## src/rtl/wts_bridge_pkg.sv

```systemverilog
// Shared types and helpers for the wave-table sound bus bridge.
// Holds the request FSM states, the latency counter width and the gain/saturate function.
package wts_bridge_pkg;

  typedef enum logic [1:0] {
    ST_IDLE,
    ST_RAM,
    ST_CORE
  } state_e;

  localparam int CNT_W = 4;

  // Shifts a sign-extended sample left by gain and clamps it to an out_w-bit signed range.
  function automatic logic signed [63:0] sat_shift(input logic signed [31:0] sample,
                                                   input int gain,
                                                   input int out_w);
    logic signed [63:0] s;
    logic signed [63:0] hi;
    logic signed [63:0] lo;
    s  = {{32{sample[31]}}, sample};
    s  = s <<< gain;
    hi = (64'sd1 <<< (out_w - 1)) - 64'sd1;
    lo = -(64'sd1 <<< (out_w - 1));
    if (s > hi) begin
      return hi;
    end else if (s < lo) begin
      return lo;
    end
    return s;
  endfunction

endpackage

```

## src/rtl/wts_sample_scaler.sv

```systemverilog
// Registered gain/saturate stage turning a signed core sample into a signed output sample.
// One-cycle latency; instantiated once per audio channel by wts_bus_bridge.
module wts_sample_scaler
  import wts_bridge_pkg::*;
#(
  parameter int CORE_W  = 11,
  parameter int OUT_W   = 15,
  parameter int GAIN_SH = 3
) (
  input  logic              clk,
  input  logic              nreset,
  input  logic [CORE_W-1:0] sample,
  output logic [OUT_W-1:0]  wav
);

  if (CORE_W < 1 || CORE_W > 31) begin : g_bad_core_w
    $error("wts_sample_scaler: CORE_W out of range");
  end
  if (GAIN_SH < 0 || GAIN_SH > OUT_W - 1) begin : g_bad_gain
    $error("wts_sample_scaler: GAIN_SH out of range");
  end
  if (CORE_W + GAIN_SH + 1 > 64) begin : g_bad_sum
    $error("wts_sample_scaler: CORE_W + GAIN_SH too wide");
  end

  logic [OUT_W-1:0] wav_d;
  logic [OUT_W-1:0] wav_q;

  always_comb begin
    wav_d = OUT_W'(sat_shift({{(32-CORE_W){sample[CORE_W-1]}}, sample}, GAIN_SH, OUT_W));
  end

  always_ff @(posedge clk or negedge nreset) begin
    if (!nreset) begin
      wav_q <= '0;
    end else begin
      wav_q <= wav_d;
    end
  end

  assign wav = wav_q;

endmodule

```

## src/rtl/wts_bus_bridge.sv

```systemverilog
// Slot-bus bridge to the wave-table core and mapper RAM, plus the audio output stage.
// Define WTS_BUS_BRIDGE_STEREO_EN for an independent right channel; otherwise wavr mirrors wavl.
module wts_bus_bridge
  import wts_bridge_pkg::*;
#(
  parameter int RAM_ADR_W   = 21,
  parameter int RAM_LAT     = 1,
  parameter int CORE_RD_LAT = 10,
  parameter int CORE_W      = 11,
  parameter int OUT_W       = 15,
  parameter int GAIN_SH     = 3
) (
  input  logic                 clk,
  input  logic                 nreset,
  input  logic                 req,
  input  logic                 wrt,
  input  logic [15:0]          adr,
  input  logic [7:0]           dbo,
  output logic                 ack,
  output logic [7:0]           dbi,
  output logic                 ramreq,
  output logic                 ramwrt,
  output logic [RAM_ADR_W-1:0] ramadr,
  input  logic [7:0]           ramdbi,
  output logic [7:0]           ramdbo,
  output logic                 core_wrreq,
  output logic                 core_rdreq,
  output logic                 core_wr_active,
  output logic                 core_rd_active,
  output logic [14:0]          core_a,
  output logic [7:0]           core_d,
  input  logic [7:0]           core_q,
  input  logic                 core_mem_ncs,
  input  logic [RAM_ADR_W-14:0] core_mem_a,
  input  logic [CORE_W-1:0]    core_left,
  input  logic [CORE_W-1:0]    core_right,
  output logic [OUT_W-1:0]     wavl,
  output logic [OUT_W-1:0]     wavr
);

  if (RAM_LAT < 1 || RAM_LAT > 15) begin : g_bad_ram_lat
    $error("wts_bus_bridge: RAM_LAT must be 1..15");
  end
  if (CORE_RD_LAT < 1 || CORE_RD_LAT > 15) begin : g_bad_core_lat
    $error("wts_bus_bridge: CORE_RD_LAT must be 1..15");
  end
  if (RAM_ADR_W < 14) begin : g_bad_adr_w
    $error("wts_bus_bridge: RAM_ADR_W must be at least 14");
  end

  localparam logic [CNT_W-1:0] RAM_CNT  = CNT_W'(RAM_LAT);
  localparam logic [CNT_W-1:0] CORE_CNT = CNT_W'(CORE_RD_LAT);
  localparam logic [CNT_W-1:0] ONE_CNT  = CNT_W'(1);

  state_e           state_q, state_d;
  logic [CNT_W-1:0] cnt_q, cnt_d;
  logic [14:0]      adr_q, adr_d;
  logic [7:0]       dat_q, dat_d;
  logic             wrt_q, wrt_d;
  logic [7:0]       dbi_q, dbi_d;

  // The counter runs down to 1; that cycle is the ack cycle for whichever target is active.
  always_comb begin
    state_d    = state_q;
    cnt_d      = cnt_q;
    adr_d      = adr_q;
    dat_d      = dat_q;
    wrt_d      = wrt_q;
    dbi_d      = dbi_q;
    ack        = 1'b0;
    ramreq     = 1'b0;
    core_wrreq = 1'b0;
    core_rdreq = 1'b0;
    case (state_q)
      ST_IDLE: begin
        if (req) begin
          adr_d      = adr[14:0];
          dat_d      = dbo;
          wrt_d      = wrt;
          core_wrreq = wrt;
          core_rdreq = !wrt;
          if (!core_mem_ncs) begin
            state_d = ST_RAM;
            cnt_d   = RAM_CNT;
          end else begin
            state_d = ST_CORE;
            cnt_d   = wrt ? ONE_CNT : CORE_CNT;
          end
        end
      end
      ST_RAM: begin
        ramreq = (cnt_q == RAM_CNT);
        cnt_d  = cnt_q - 1'b1;
        if (cnt_q == ONE_CNT) begin
          ack     = 1'b1;
          state_d = ST_IDLE;
          cnt_d   = '0;
          if (!wrt_q) begin
            dbi_d = ramdbi;
          end
        end
      end
      ST_CORE: begin
        cnt_d = cnt_q - 1'b1;
        if (cnt_q == ONE_CNT) begin
          ack     = 1'b1;
          state_d = ST_IDLE;
          cnt_d   = '0;
          if (!wrt_q) begin
            dbi_d = core_q;
          end
        end
      end
      default: begin
        state_d = ST_IDLE;
        cnt_d   = '0;
      end
    endcase
  end

  always_ff @(posedge clk or negedge nreset) begin
    if (!nreset) begin
      state_q <= ST_IDLE;
      cnt_q   <= '0;
      adr_q   <= '0;
      dat_q   <= '0;
      wrt_q   <= 1'b0;
      dbi_q   <= '0;
    end else begin
      state_q <= state_d;
      cnt_q   <= cnt_d;
      adr_q   <= adr_d;
      dat_q   <= dat_d;
      wrt_q   <= wrt_d;
      dbi_q   <= dbi_d;
    end
  end

  // Live address in IDLE lets the mapper decode core_mem_ncs during the request cycle.
  assign core_a         = (state_q == ST_IDLE) ? adr[14:0] : adr_q;
  assign core_d         = dat_q;
  assign core_wr_active = (state_q == ST_CORE) && wrt_q;
  assign core_rd_active = (state_q == ST_CORE) && !wrt_q;
  assign ramwrt         = wrt_q;
  assign ramdbo         = dat_q;
  assign ramadr         = {core_mem_a, adr_q[12:0]};
  assign dbi            = dbi_q;

  wts_sample_scaler #(
    .CORE_W (CORE_W),
    .OUT_W  (OUT_W),
    .GAIN_SH(GAIN_SH)
  ) u_scale_left (
    .clk   (clk),
    .nreset(nreset),
    .sample(core_left),
    .wav   (wavl)
  );

`ifdef WTS_BUS_BRIDGE_STEREO_EN
  wts_sample_scaler #(
    .CORE_W (CORE_W),
    .OUT_W  (OUT_W),
    .GAIN_SH(GAIN_SH)
  ) u_scale_right (
    .clk   (clk),
    .nreset(nreset),
    .sample(core_right),
    .wav   (wavr)
  );

  logic unused_in;
  assign unused_in = adr[15];
`else
  assign wavr = wavl;

  logic unused_in;
  assign unused_in = ^{adr[15], core_right};
`endif

endmodule

```

## config.mk

```make
export PLATFORM = sky130hd
export DESIGN_NAME = wts_bus_bridge
export DESIGN_NICKNAME = d
export VERILOG_FILES = /design/src/rtl/wts_bridge_pkg.sv /design/src/rtl/wts_sample_scaler.sv /design/src/rtl/wts_bus_bridge.sv
export SDC_FILE = /design/constraint.sdc
export NUM_CORES = 1
export LEC_CHECK = 0
export ABC_AREA = 1
export ABC_CLOCK_PERIOD_IN_PS = 2500
export CAP_MARGIN = 40
export CELL_PAD_IN_SITES_DETAIL_PLACEMENT = 1
export CELL_PAD_IN_SITES_GLOBAL_PLACEMENT = 2
export CORE_MARGIN = 3
export CORE_UTILIZATION = 35
export CTS_CLUSTER_DIAMETER = 30
export DETAILED_ROUTE_END_ITERATION = 12
export DONT_BUFFER_PORTS = 1
export GPL_ROUTABILITY_DRIVEN = 0
export GPL_TIMING_DRIVEN = 0
export PLACE_DENSITY_LB_ADDON = 0.1
export SYNTH_ARGS = -nofsm -noshare
export SYNTH_HDL_FRONTEND = slang
export SYNTH_SLANG_ARGS = --single-unit
```

## constraint.sdc

```tcl
create_clock -name clk -period 2.5 [get_ports clk]
set_clock_uncertainty 0.05 [all_clocks]
set_input_delay 0.5 -clock clk [delete_from_list [all_inputs] [get_ports clk]]
set_output_delay 0.5 -clock clk [all_outputs]
set_load 0.05 [all_outputs]
```

# Word-level counts from Yosys, hierarchy flattened
# Index checks and enable logic that the tools add are counted.
# word_totals
latchBits,0
mem_count,0
output_inout_bits,97
romBits,0
wordCells,56
reg_bits,53
ramBits,0
# op_classes
reduce_logical,10
div_mod_pow,0
n_mul,0
shifts,0
eq_ne,9
n_addsub,1
mux,27
order_cmp,2
bitwise_logic,0
# ops
op,n
2-to-1 mux 15 bit,4
2-to-1 mux 8 bit,4
2-to-1 mux 4 bit,4
one-hot mux 8 bit (2 select lines),1
"greater-than comparator 14 x 15 -> 1 bit, second input constant",1
"< comparator 14 x 15 -> 1 bit, second input constant",1
"!= test 2 bit, second input constant",5
2-to-1 mux 1 bit,9
one-hot mux 4 bit (2 select lines),1
2-to-1 mux 2 bit,3
AND reduction 5 bit,1
"equality test 4 x 1 -> 1 bit, second input constant",1
one-hot mux 2 bit (2 select lines),1
AND reduction 2 bit,2
"subtractor 4 x 1 -> 4 bit, second input constant",1
"equality test 2 x 1 -> 1 bit, second input constant",1
"equality test 2 bit, second input constant",1
logical AND 1 bit,2
logical NOT 1 bit,2
logical NOT 2 bit,1
"!= test 2 x 1 -> 1 bit, second input constant",1
nonzero test 2 bit,1
OR reduction 2 bit,1

# Depth between registers and ports, before layout
# Gate-level depths: netlist of the first run.
# logic_depth
word_depth,4
ltp_mapped,9
depth_no_buf,9

# Modules after synthesis
# A second synthesis of the first run with hierarchy kept.
# unflattened
hier_cells,294
hier_area_um2,2558.7
# by_module_without_submodules
module,instances,cells_per_inst,seq_area_each_um2,area_each_um2
wts_bus_bridge,1,278,950.9,2249.7
wts_sample_scaler,1,16,275.3,309.0

# Least setup slack after synthesis of the first run
# OpenSTA, ideal clock, no wires.
# synth_timing
kind,reg-to-output
startpoint,register state_q[0]
endpoint,output port core_a[10]
n_path_buf,1
path_slack_ps,-73
path_stages_with_launch,6
required_time_ps,1950
arrival_ps,2023
path_cell_list,dfrtp_1 -> inv_1 -> ha_1 -> inv_1 -> clkbuf_1 -> o21ai_0
# synth_via
elab_chain_cells,2
# synth_rtl
element,line,rtl
"start, declared",wts_bus_bridge.sv:55,"state_e state_q, state_d;"
"start signal, assigned",wts_bus_bridge.sv:130,state_q <= state_d;
logical NOT 2 bit,wts_bus_bridge.sv:140,assign core_a = (state_q == ST_IDLE) ? adr[14:0] : adr_q;
2-to-1 mux 15 bit,wts_bus_bridge.sv:140,
"end, declared",wts_bus_bridge.sv:30,"output logic [14:0] core_a,"
# No other way between the ends.

# Worst setup path in the final report of the first run
# layout_timing
startpoint,register state_q[0]
endpoint,output port core_a[6]
# The elaborated chain is that of the path after synthesis.

==> results.yml, run 1 <==
clock_tree:
  clockRootBuffer: "clkbuf_8"
  clk_latency_ns: 0.31
  cts_setup_buffers: 0
  cts_sinks: 49
  cts_buffers: 5
  cts_tree: "done"
  clockBufferDepth: 2
  htree_levels: 2
  cts.clk_slew.worst_paths_ns: 0.10
floorplan:
  die-area_sq_mm: 0.00837
  coreArea_sq_mm: 0.00694
  ios: 172
  initial_utilization_pct: 36.8
  die_x_um: 91.5
  fp.dieH_um: 91.5
  fp-row-count: 30
route:
  num_vias: 1913
  drt_pass1_iterations: 4
  finalWirelength_mm: 6.61
  viasPerCell: 4.51
  drc: 0
  ant_nets: 0
  wl_per_cell_um: 15.6
  drt_iter0_markers: 44
synthesis:
  yosysMostFrequentCell: "nand2_1"
  ys_seq_area_share_pct: 47.9
  synth.avg_cell_area_sq_um: 8.70
  yosys.area.top_type: "dfrtp_1"
  ys_seq_elements: 49
  synth_area_leaders: "dfrtp_1 48%, buf_4 14%, nand2_1 11%"
  synth_flop_cell: "dfrtp_1"
  synth_top_area_share_pct: 47.9
  syn_area_sq_mm: 0.00256
  yosys-top-cells-count: "78 x nand2_1, 49 x dfrtp_1, 48 x buf_4"
  yosys_warnings: 0
  ys_types: 23
  syn_inst: 294
  synth_edf_count: 0
  async_reset_ff_share_pct: 100
finish:
  antenna_cells: 0
  utilization_pct: 43.2
  drive_gt1_share_pct: 30.5
  multi_input_area_sq_um: 835
  nNetsFinal: 408
  area_growth_pct: 17.2
  fillCellCount: 845
  seq_area_sq_mm: 0.00123
critical_path:
  cp.required_ns: 1.95
  cp-end-kind: "primary output"
  critPathKind: "reg2out"
  crit_path_start_kind: "flip-flop"
  arrival_ns: 1.77
  rr_worst_depth: 9
  crit_fanout: 10
placed_design:
  port_buffers: 0
  place_hpwl_mm: 5.01
timing:
  worst_pin_slew_ns: 0.580
  period_share_pct: 92.7
  max_clock_freq_ghz: 0.432
  setup_viol: 0
  slew_viol_final: 0
  tns_ns: 0
  hold_viol: 0
  period_needed_ns: 2.32
  maxSlewHeadroom_pct: 61.4
  rsz0062_at_grt: "false"
global_route:
  grt_util_met3_pct: 5.05
  grt_overflow: 0
  antenna_found_initial: 0
  grt_util_met2_pct: 25.8
  grt_busiest_layer: "met2"
  grt_pass1_vias: 2031
  gr-usage-all-layers_pct: 15.4
  grt_pass1_wl_mm: 10.3
  use_met1_pct: 19.1
  grt_max_degree: 50
min_path:
  min_path_type: "in2reg"
  worstHoldPathCells: 0
power:
  ir_drop_uv: 862
  cellLeakagePower_nw: 1.56
  power_density_mw_per_mm2: 1710
flow_run:
  drv_cap: 0
status:
  run_status: "finished, final reports clean"
-- placed cells by master (no fill, tap or decap), types with 4 or more instances in the layout --
master and instances:
o21ai_1 15, inv_1 28, buf_6 4, nor2_1 11, nand2_1 78, mux2i_1 8, conb_1 6, buf_4 65
dfrtp_1 49, o21ai_2 9, o21ai_0 16, ha_1 6, clkbuf_8 5
-- worst paths after layout --
path | slack, ns | endpoint | start
max | 0.18 | core_a[6] | state_q[0]$_DFFE_PN0P_
min | 0.15 | u_scale_left.wav[8]$_DFF_PN0_ | core_left[5]
max reg2reg | 0.81 | dbi[7]$_DFFE_PN0P_ | state_q[0]$_DFFE_PN0P_
min reg2reg | 0.45 | adr_q[13]$_DFFE_PN0P_ | adr_q[13]$_DFFE_PN0P_
max in group asynchronous | 1.50 | cnt_q[1]$_DFFE_PN0P_ | nreset
min in group asynchronous | 0.68 | cnt_q[2]$_DFFE_PN0P_ | nreset
-- timing repair --
item,CTS,global route
endpoints found under the hold margin,49,0
setup endpoints to repair,15,18
hold buffers,2,0
gates resized for setup,3,13
-- area by class of cell --
type,instances,area share (%)
Buffer,57,14.0
Clock buffer,5,2.29
Clock inverter,3,0.876
Inverter,30,3.84
Multi-Input combinational cell,163,27.8
Sequential cell,49,40.9
Tap cell,96,4.00
Timing Repair Buffer,21,6.26
-- worst max-delay path: stages (launching register included) --
cell and delay (ns):
dfrtp_1 0.41, inv_1 0.11, ha_1 0.21, inv_1 0.10, clkbuf_2 0.22, o21ai_1 0.19
buf_4 0.22
-- stage by stage --
stage | std cells | total power, mW | cell area (sq um) | hold WS [ns] | worst slack [ns]
floorplan | 299 | 4.07 | 2580 | 0.154 | -0.0727
global placement | 395 | 4.38 | 2700 | 0.157 | -0.366
detailed placement | 413 | 4.64 | 2830 | 0.156 | 0.261
CTS | 423 | 5.18 | 2970 | 0.142 | 0.0382
global route | 424 | 5.46 | 3000 | 0.127 | 0.00507
finish | 424 | 5.14 | 3000 | 0.154 | 0.184
-- kinds of logic (layout without fill, tap and decap cells) --
family	Yosys count	count (layout)	share of synthesized area, %
and+or+nand+nor	96	96	14.7
buffers and inverters	87	116	20.5
DFF	49	49	47.9
AOI/OAI and AO/OA	47	47	10.7
muxes	8	8	3.13
adders and majority gates	6	6	2.93
other	1	6	0.147
-- metal layers --
layer / routed length (um) / part of all wire (%) / up-vias
li1: - / - / 921
met1: 2730 / 41 / 898
met2: 3280 / 50 / 86
met3: 523 / 7.9 / 8
met4: 66 / 1.0 / 0
met5: 0 / 0 / -
-- power breakdown --
| group | internal (mW) | total (mW) | leakage (nW) | switching [mW] |
|---|---|---|---|---|
| clock network | 0.204 | 0.499 | 0.0423 | 0.295 |
| registers | 1.08 | 1.87 | 0.594 | 0.788 |
| logic | 0.794 | 2.77 | 0.921 | 1.98 |
-- registers in the layout, indices dropped and copies added (netlist names) --
register          count
adr_q                15
cnt_q                 4
core_d                8
dbi                   8
ramwrt                1
state_q               2
u_scale_left.wav     11
(Power assumes the default switching activity.)
==> run 2, diff against run 1 <==
- TNS_END_PERCENT: unset -> 30
==> run 2 against run 1 <==
Effect of this change:
- via count down 1.9%
- die area did not move
- worst setup slack worse by 0.042 ns
- largest cell class unchanged
==> results.yml, run 2 (same netlist as run 1, synthesis figures left out) <==
critical_path:
  r2r-end: "dbi[6]$_DFFE_PN0P_"
  max_stage_delay_ns: 0.68
  cp.required_ns: 1.95
  reg2reg_setup_slack_ns: 0.81
  cp_slowest_cell: "nor2_1"
  critPathKind: "reg2out"
  path_common_cell: "inv_1"
  crit_fanout: 3
  cp-end-kind: "primary output"
  rr_worst_depth: 9
  r2r_start: "state_q[0]$_DFFE_PN0P_"
  worstPathCellList: "inv_1, ha_1, inv_1, nor2_1"
  arrival_ns: 1.81
  crit_path_start_kind: "flip-flop"
route:
  drc: 0
  ant_nets: 0
  wl_per_cell_um: 14.8
  drt_pass1_iterations: 4
  drt_iter0_markers: 26
  finalWirelength_mm: 6.28
  viasPerCell: 4.44
  num_vias: 1877
placed_design:
  place_hpwl_mm: 4.86
  dp_cells: 413
  post-place-ws_ns: 0.246
  port_buffers: 0
power:
  ir_drop_uv: 810
  power_density_mw_per_mm2: 1710
  cellLeakagePower_nw: 1.55
finish:
  largest-register: "adr_q"
  nNetsFinal: 407
  largest_reg_flops: 15
  final_cells: 423
  mostFrequentLayoutCells: "78 x nand2_1, 66 x buf_4, 49 x dfrtp_1"
  utilization_pct: 42.8
  antenna_cells: 0
  final_common_cell: "nand2_1"
  area_growth_pct: 16.2
  drive_gt1_share_pct: 30.0
clock_tree:
  clockRootBuffer: "clkbuf_8"
  cts_sinks: 49
  clockBufferDepth: 2
  cts_tree: "done"
  clk_latency_ns: 0.29
  htree_levels: 2
  cts_buffers: 5
  cts.clk_slew.worst_paths_ns: 0.09
min_path:
  worstHoldPathCells: 0
  worstHoldStart: "core_left[0]"
  hold_end: "u_scale_left.wav[3]$_DFF_PN0_"
  min_path_type: "in2reg"
global_route:
  grt_util_met2_pct: 25.4
  antenna_found_initial: 0
  grt_util_met3_pct: 6.13
  use_met1_pct: 17.7
  grt_busiest_layer: "met2"
  grt_pass1_wl_mm: 10.1
  grt_overflow: 0
  grt_pass1_vias: 2031
  grt_max_degree: 50
  gr-usage-all-layers_pct: 14.8
floorplan:
  die_x_um: 91.5
  fp-row-count: 30
  initial_utilization_pct: 36.8
  coreArea_sq_mm: 0.00694
  die-area_sq_mm: 0.00837
  fp.dieH_um: 91.5
  ios: 172
timing:
  maxSlewHeadroom_pct: 41.2
  period_share_pct: 94.3
  worst_pin_slew_ns: 0.878
  setup_viol: 0
  max_clock_freq_ghz: 0.424
  hold_viol: 0
  slew_viol_final: 0
  layout_setup_ws_ns: 0.142
  period_needed_ns: 2.36
  hold_ws_ns: 0.171
  rsz0062_at_grt: "true"
flow_run:
  drv_cap: 0
status:
  run_status: "finished, final reports clean"
==> run 2: area by class of cell <==
cell class | instances | area [sq um]
buffer | 57 | 418
clock buffer | 5 | 68.8
clock inverter | 3 | 21.3
fill | 842 | 3970
inverter | 30 | 115
multi-input combinational | 163 | 831
sequential | 49 | 1230
tap | 96 | 120
timing repair buffer | 20 | 173
==> run 2: worst max path at each step <==
| stage | start | end | slack [ns] | cells past startpoint |
|---|---|---|---|---|
| global placement | state_q[0]$_DFFE_PN0P_ | core_a[14] | -0.39 | 5 |
| detailed placement | state_q[1]$_DFFE_PN0P_ | core_a[13] | 0.25 | 7 |
| floorplan | state_q[0]$_DFFE_PN0P_ | core_a[10] | -0.07 | 5 |
| global route | state_q[0]$_DFFE_PN0P_ | core_a[14] | -0.004 | 6 |
| CTS | state_q[1]$_DFFE_PN0P_ | core_wrreq | 0.03 | 6 |
| finish | state_q[1]$_DFFE_PN0P_ | ack | 0.14 | 4 |
==> run 2: metal layers <==
layer  vias to the layer above  routed length (um)
li1                        921                   -
met1                       866                2580
met2                        88                3100
met3                         2                 575
met4                         0                  23
met5                         -                   0
==> run 2: critical path: cells and delay by family, from the launching register on <==
kind,cells,cell delay [ns]
flip-flops,1,0.39
buffers and inverters,2,0.15
AND/OR/NAND/NOR,1,0.68
adder cells (fa/ha/maj),1,0.30
==> run 2: what timing repair did <==
item | 4_1_cts | 5_1_grt
gates resized for setup | 3 | 8
buffers inserted | 0 | 0
setup endpoints to repair | 15 | 15
pin swaps | 0 | 0
hold buffers | 2 | 0
endpoints found under the hold margin | 49 | 0
==> run 2: power breakdown <==
part           total, mW  switching [mW]  internal (mW)  leakage [nW]
clock              0.473           0.274          0.199        0.0445
combinational       2.72            1.95          0.775         0.912
sequential          1.87           0.789           1.08         0.594
total               5.07            3.01           2.06          1.55
==> run 2: metrics by stage <==
stage	instance area [sq um]	total power [mW]	setup TNS [ns]
after floorplan	2580	4.07	-0.908
after global placement	2700	4.38	-4.98
after detailed placement	2830	4.62	0
after CTS	2960	5.14	0
after global routing	2970	5.39	-0.00431
final	2970	5.07	0
